`src/rtl/cache_rdport_arbiter.sv`:
```
// Burst-locked round-robin arbiter sharing one cache read port between NREQ requesters.
// An owner-tag FIFO steers the in-order cache responses back to the issuing requester.
module cache_rdport_arbiter #(
    parameter int unsigned NREQ      = 2,
    parameter int unsigned AWIDTH    = 16,
    parameter int unsigned DWIDTH    = 128,
    parameter int unsigned TAG_DEPTH = 8
) (
    input  logic                            clk,
    input  logic                            reset_n,
    input  logic [NREQ-1:0][AWIDTH-1:0]     i_req_addr,
    input  logic [NREQ-1:0][3:0]            i_req_which,
    input  logic [NREQ-1:0]                 i_req_last,
    input  logic [NREQ-1:0]                 i_req_valid,
    output logic [NREQ-1:0]                 o_req_ready,
    output logic [AWIDTH-1:0]               o_cache_rdreq_addr,
    output logic [3:0]                      o_cache_rdreq_which,
    output logic                            o_cache_rdreq_valid,
    input  logic                            i_cache_rdreq_ready,
    input  logic [DWIDTH-1:0]               i_cache_rdresp_data,
    input  logic                            i_cache_rdresp_valid,
    output logic                            o_cache_rdresp_ready,
    output logic [DWIDTH-1:0]               o_resp_data,
    output logic [NREQ-1:0]                 o_resp_valid,
    input  logic [NREQ-1:0]                 i_resp_ready,
    output logic [$clog2(NREQ)-1:0]         o_owner,
    output logic                            o_busy,
    output logic                            o_err
);

    localparam int unsigned OW = $clog2(NREQ);
    localparam int unsigned PW = $clog2(TAG_DEPTH);
    localparam int unsigned CW = $clog2(TAG_DEPTH + 1);

    typedef enum logic [0:0] {StIdle, StLocked} state_e;

    state_e          state_q, state_d;
    logic [OW-1:0]   owner_q, owner_d;
    logic [OW-1:0]   rr_ptr_q, rr_ptr_d;
    logic [PW-1:0]   wptr_q, wptr_d;
    logic [PW-1:0]   rptr_q, rptr_d;
    logic [CW-1:0]   count_q, count_d;
    logic            err_q, err_d;
    logic [OW-1:0]   tag_mem_q [TAG_DEPTH];

    logic            tag_full, tag_empty, push, pop, found;
    logic [OW-1:0]   winner, head;
    int unsigned     cand;

    assign tag_full  = (count_q == CW'(TAG_DEPTH));
    assign tag_empty = (count_q == '0);
    assign head      = tag_mem_q[rptr_q];

    // First valid requester at or after rr_ptr, searching upward modulo NREQ.
    always_comb begin
        winner = rr_ptr_q;
        found  = 1'b0;
        cand   = 0;
        for (int unsigned i = 0; i < NREQ; i++) begin
            cand = (32'(rr_ptr_q) + i) % NREQ;
            if (!found && i_req_valid[cand]) begin
                found  = 1'b1;
                winner = OW'(cand);
            end
        end
    end

    always_comb begin
        state_d             = state_q;
        owner_d             = owner_q;
        rr_ptr_d            = rr_ptr_q;
        o_req_ready         = '0;
        o_cache_rdreq_valid = 1'b0;
        o_cache_rdreq_addr  = i_req_addr[owner_q];
        o_cache_rdreq_which = i_req_which[owner_q];
        unique case (state_q)
            StIdle: begin
                if (found) begin
                    owner_d = winner;
                    state_d = StLocked;
                end
            end
            StLocked: begin
                o_cache_rdreq_valid  = i_req_valid[owner_q] & ~tag_full;
                o_req_ready[owner_q] = i_cache_rdreq_ready & ~tag_full;
                if (i_req_valid[owner_q] && !tag_full && i_cache_rdreq_ready
                    && i_req_last[owner_q]) begin
                    state_d  = StIdle;
                    rr_ptr_d = (owner_q == OW'(NREQ - 1)) ? '0 : owner_q + 1'b1;
                end
            end
            default: state_d = StIdle;
        endcase
    end

    assign push = o_cache_rdreq_valid & i_cache_rdreq_ready;

    always_comb begin
        o_resp_valid         = '0;
        o_resp_valid[head]   = i_cache_rdresp_valid & ~tag_empty;
        o_cache_rdresp_ready = i_resp_ready[head] & ~tag_empty;
    end

    assign pop         = i_cache_rdresp_valid & o_cache_rdresp_ready;
    assign o_resp_data = i_cache_rdresp_data;

    // Push is already gated by full, so a same-cycle pop never frees a slot early.
    always_comb begin
        wptr_d  = push ? wptr_q + 1'b1 : wptr_q;
        rptr_d  = pop ? rptr_q + 1'b1 : rptr_q;
        count_d = count_q;
        if (push && !pop) begin
            count_d = count_q + 1'b1;
        end else if (!push && pop) begin
            count_d = count_q - 1'b1;
        end
        err_d = err_q | (i_cache_rdresp_valid & tag_empty);
    end

    always_ff @(posedge clk) begin
        if (!reset_n) begin
            state_q  <= StIdle;
            owner_q  <= '0;
            rr_ptr_q <= '0;
            wptr_q   <= '0;
            rptr_q   <= '0;
            count_q  <= '0;
            err_q    <= 1'b0;
        end else begin
            state_q  <= state_d;
            owner_q  <= owner_d;
            rr_ptr_q <= rr_ptr_d;
            wptr_q   <= wptr_d;
            rptr_q   <= rptr_d;
            count_q  <= count_d;
            err_q    <= err_d;
        end
    end

    always_ff @(posedge clk) begin
        if (push) begin
            tag_mem_q[wptr_q] <= owner_q;
        end
    end

    assign o_owner = owner_q;
    assign o_busy  = (state_q == StLocked) | ~tag_empty;
    assign o_err   = err_q;

endmodule

```
`config.mk`:
```
export PLATFORM = sky130hd
export DESIGN_NAME = cache_rdport_arbiter
export DESIGN_NICKNAME = d
export VERILOG_FILES = /design/src/rtl/cache_rdport_arbiter.sv
export SDC_FILE = /design/constraint.sdc
export NUM_CORES = 1
export LEC_CHECK = 0
export CAP_MARGIN = 20
export CORE_AREA = 2 2 128 130
export DETAILED_ROUTE_END_ITERATION = 10
export DIE_AREA = 0 0 130 132
export PLACE_DENSITY = 0.63
export SYNTH_ARGS = -nofsm -noshare
export SYNTH_HDL_FRONTEND = slang
export SYNTH_SLANG_ARGS = --single-unit
```
`constraint.sdc`:
```
create_clock -name clk -period 3.42 [get_ports clk]
set_input_delay 0.513 -clock clk [delete_from_list [all_inputs] [get_ports clk]]
set_output_delay 0.513 -clock clk [all_outputs]
set_load 0.1 [all_outputs]
```
==> impl_metrics.csv <==
group,metric,value,unit
outcome,status,"completed",
route,antenna_left,0,
route,drt_iter0_markers,48,
route,vias,1509,
die,num_rows,46,
final_layout,num-nets-final,405,
clock_tree,cts_made_buffers,3,
synth,synth_top_area_share,39.6,%
grt,grt_pass1_vias,1539,
placed_design,io_buffer_count,78,
sta,rsz0062_at_grt,"no",
synth,synth_edf_count,8,
job,cap_violations,0,
sta,finClkSkew,2.68,ps
grt,grt_usage,9.72,%
synth,yosysMostFrequentCell,"buf_4",
route,drc,0,
synth,netlist_area,2420,sq um
synth,ys_seq_elements,25,
die,die_h,132,um
clock_tree,cts_tree,"yes",
clock_tree,cts_buffer_depth,2,
synth,yosys.area.top_type,"buf_4",
power,leakagePower,0.929,nW
synth,synth_common_cells,"buf_4 (128), mux2_2 (21), dfxtp_1 (17)",
clock_tree,cts_resized,0,
clock_tree,cts_root_buf,"clkbuf_16",
placed_design,place.gp.congestion,0.881,
critical_path,worstSetupPathType,"register to register",
critical_path,cp-end-kind,"register",
final_layout,area_delta_synth_final,5.94,%
critical_path,crit_arrival,3310,ps
critical_path,max_stage_delay,620,ps
critical_path,start_kind,"register",
sta,finalCritPeriodShare,91.5,%
sta,hold_viol,0,
critical_path,cp_cell_sequence,"mux4_1 > mux2i_4 > mux2i_1 > inv_1 > ha_1 > inv_1 > ha_1 > a21o_1 > a21oi_1 > xnor2_1 > or3_1 > a21boi_0",
die,io_pins,335,
route,firstDrtPassIters,4,
placed_design,dp_hpwl,8220,um
grt,antenna_found_initial,0,
grt,grt_max_degree,35,
power,peakVddDrop,0.473,mV
grt,grt_pass1_wl,12000,um
sta,slew_viol_final,0,
clock_tree,clock_latency,250,ps
critical_path,required,3600,ps
synth,syn-num-nets,449,
synth,ys_types,33,
synth,synth_seq_area_share,24.0,%
clock_tree,clock-sinks,25,
final_layout,nFillCells,1724,
sta,period_minus_slack,3130,ps
power,totalPowerFinal,1.64,mW
die,die_area,17200,sq um
synth,synth.avg_cell_area,9.15,sq um
synth,ys.flop_type,"dfxtp_1",
sta,relSlewSlack,35.5,%
final_layout,diodes,0,
sta,setup_viol,0,
clock_tree,postCtsSetupBuffers,0,
power,p_per_area,638,nW/um^2
synth,synthCells,265,
grt,overflow,0,
synth,synth.area.top_cells,"buf_4 (40%), dfxtp_1 (14%), edfxtp_1 (9.9%)",
critical_path,crit_slowest_cell,"mux4_1",
sta,fmax,0.320,GHz
clock_tree,cts_hold_buf,0,
die,core_area,15700,sq um
hold_path,hold_class,"register to register",
final_layout,drive_gt1_share,28.2,%
sta,tns,0,ps
clock_tree,clkTransAtPathRegs,60,ps
clock_tree,cts_max_level,1,
route,viasPerCell,3.46,
synth,async_flop_share,0,%
die,die_w,130,um
route,wl_per_cell,20.7,um
route,routed_wl,9030,um
synth,yosys_warnings,0,
sta,tightestPinTransition,965,ps
die,start_util,15.4,%
critical_path,crit_fanout,4,
-- report_power, final --
group          internal [mW]  total, mW  switching (mW)
registers              0.352      0.398          0.0460
logic                  0.337      0.983           0.646
clock network          0.158      0.257          0.0982
total                  0.847       1.64           0.790
-- logic make-up after synthesis --
logic type	after synthesis	synth area share [%]
AO/OA/AOI/OAI	15	3.72
AND/OR/NAND/NOR	47	10.7
adder cells (fa/ha/maj)	6	3.41
buffers and inverters	137	41.1
multiplexers	30	15.3
XOR/XNOR	5	1.81
flip-flops	25	24.0
-- stage by stage --
step	hold slack (ps)	area [sq um]	worst slack, ps	cells	util (%)
floorplan	444	2430	39.0	265	-
global placement	461	2480	428	432	15.8
detailed placement	479	2480	257	432	15.8
CTS	489	2570	268	436	16.3
global route	523	2570	93.5	436	16.3
finish	482	2570	292	436	16.3
-- per-layer routing --
metal | routed length, um | share of wire (%) | vias to the layer above | global-route usage, %
met5 | 73 | 0.81 | - | 2.94
met4 | 8 | 0.089 | 2 | 0.896
met3 | 2070 | 23 | 4 | 10.4
met2 | 4730 | 52 | 184 | 17.5
met1 | 2150 | 24 | 665 | 6.92
li1 | - | - | 654 | -
-- worst max-delay path: cells and delay by family (launching register included) --
family / cells / cell delay [ps]
multiplexers: 3 / 1120
AO/OA/AOI/OAI: 3 / 520
adder cells (fa/ha/maj): 2 / 450
flip-flops: 1 / 360
AND/OR/NAND/NOR: 1 / 310
buffers and inverters: 2 / 190
XOR/XNOR: 1 / 100
-- placed cells by master (no fill, tap or decap), types with 4 or more instances in the layout --
cell type / Yosys / layout
mux2_2: 21 / 21
edfxtp_1: 8 / 8
nor2_1: 11 / 10
nand2_1: 9 / 9
nand2b_1: 5 / 5
buf_4: 128 / 32
and2_1: 5 / 5
xnor2_1: 4 / 4
o21ai_0: 6 / 6
mux2i_1: 6 / 6
dfxtp_1: 17 / 17
clkdlybuf4s50_1: 0 / 50
inv_1: 5 / 5
ha_1: 5 / 5
nor2b_1: 4 / 4
-- layout make-up --
type	count	area, sq um	area share, %
timing repair buffer	83	761	29.6
tap	216	270	10.5
multi-input combinational	103	855	33.3
sequential	25	581	22.6
clock buffer	3	75.1	2.92
clock inverter	1	7.51	0.292
inverter	5	18.8	0.731
-- final timing paths --
check                           slack, ps         end  cells after the start       from
worst max-delay path                  290  count_q[3]                     12   register
worst min-delay path                  480    register                      2  rptr_q[2]
worst max register to register        290  count_q[3]                     12   register
worst min register to register        480    register                      2  rptr_q[2]
Note: power is estimated with default switching activity, not from simulation.
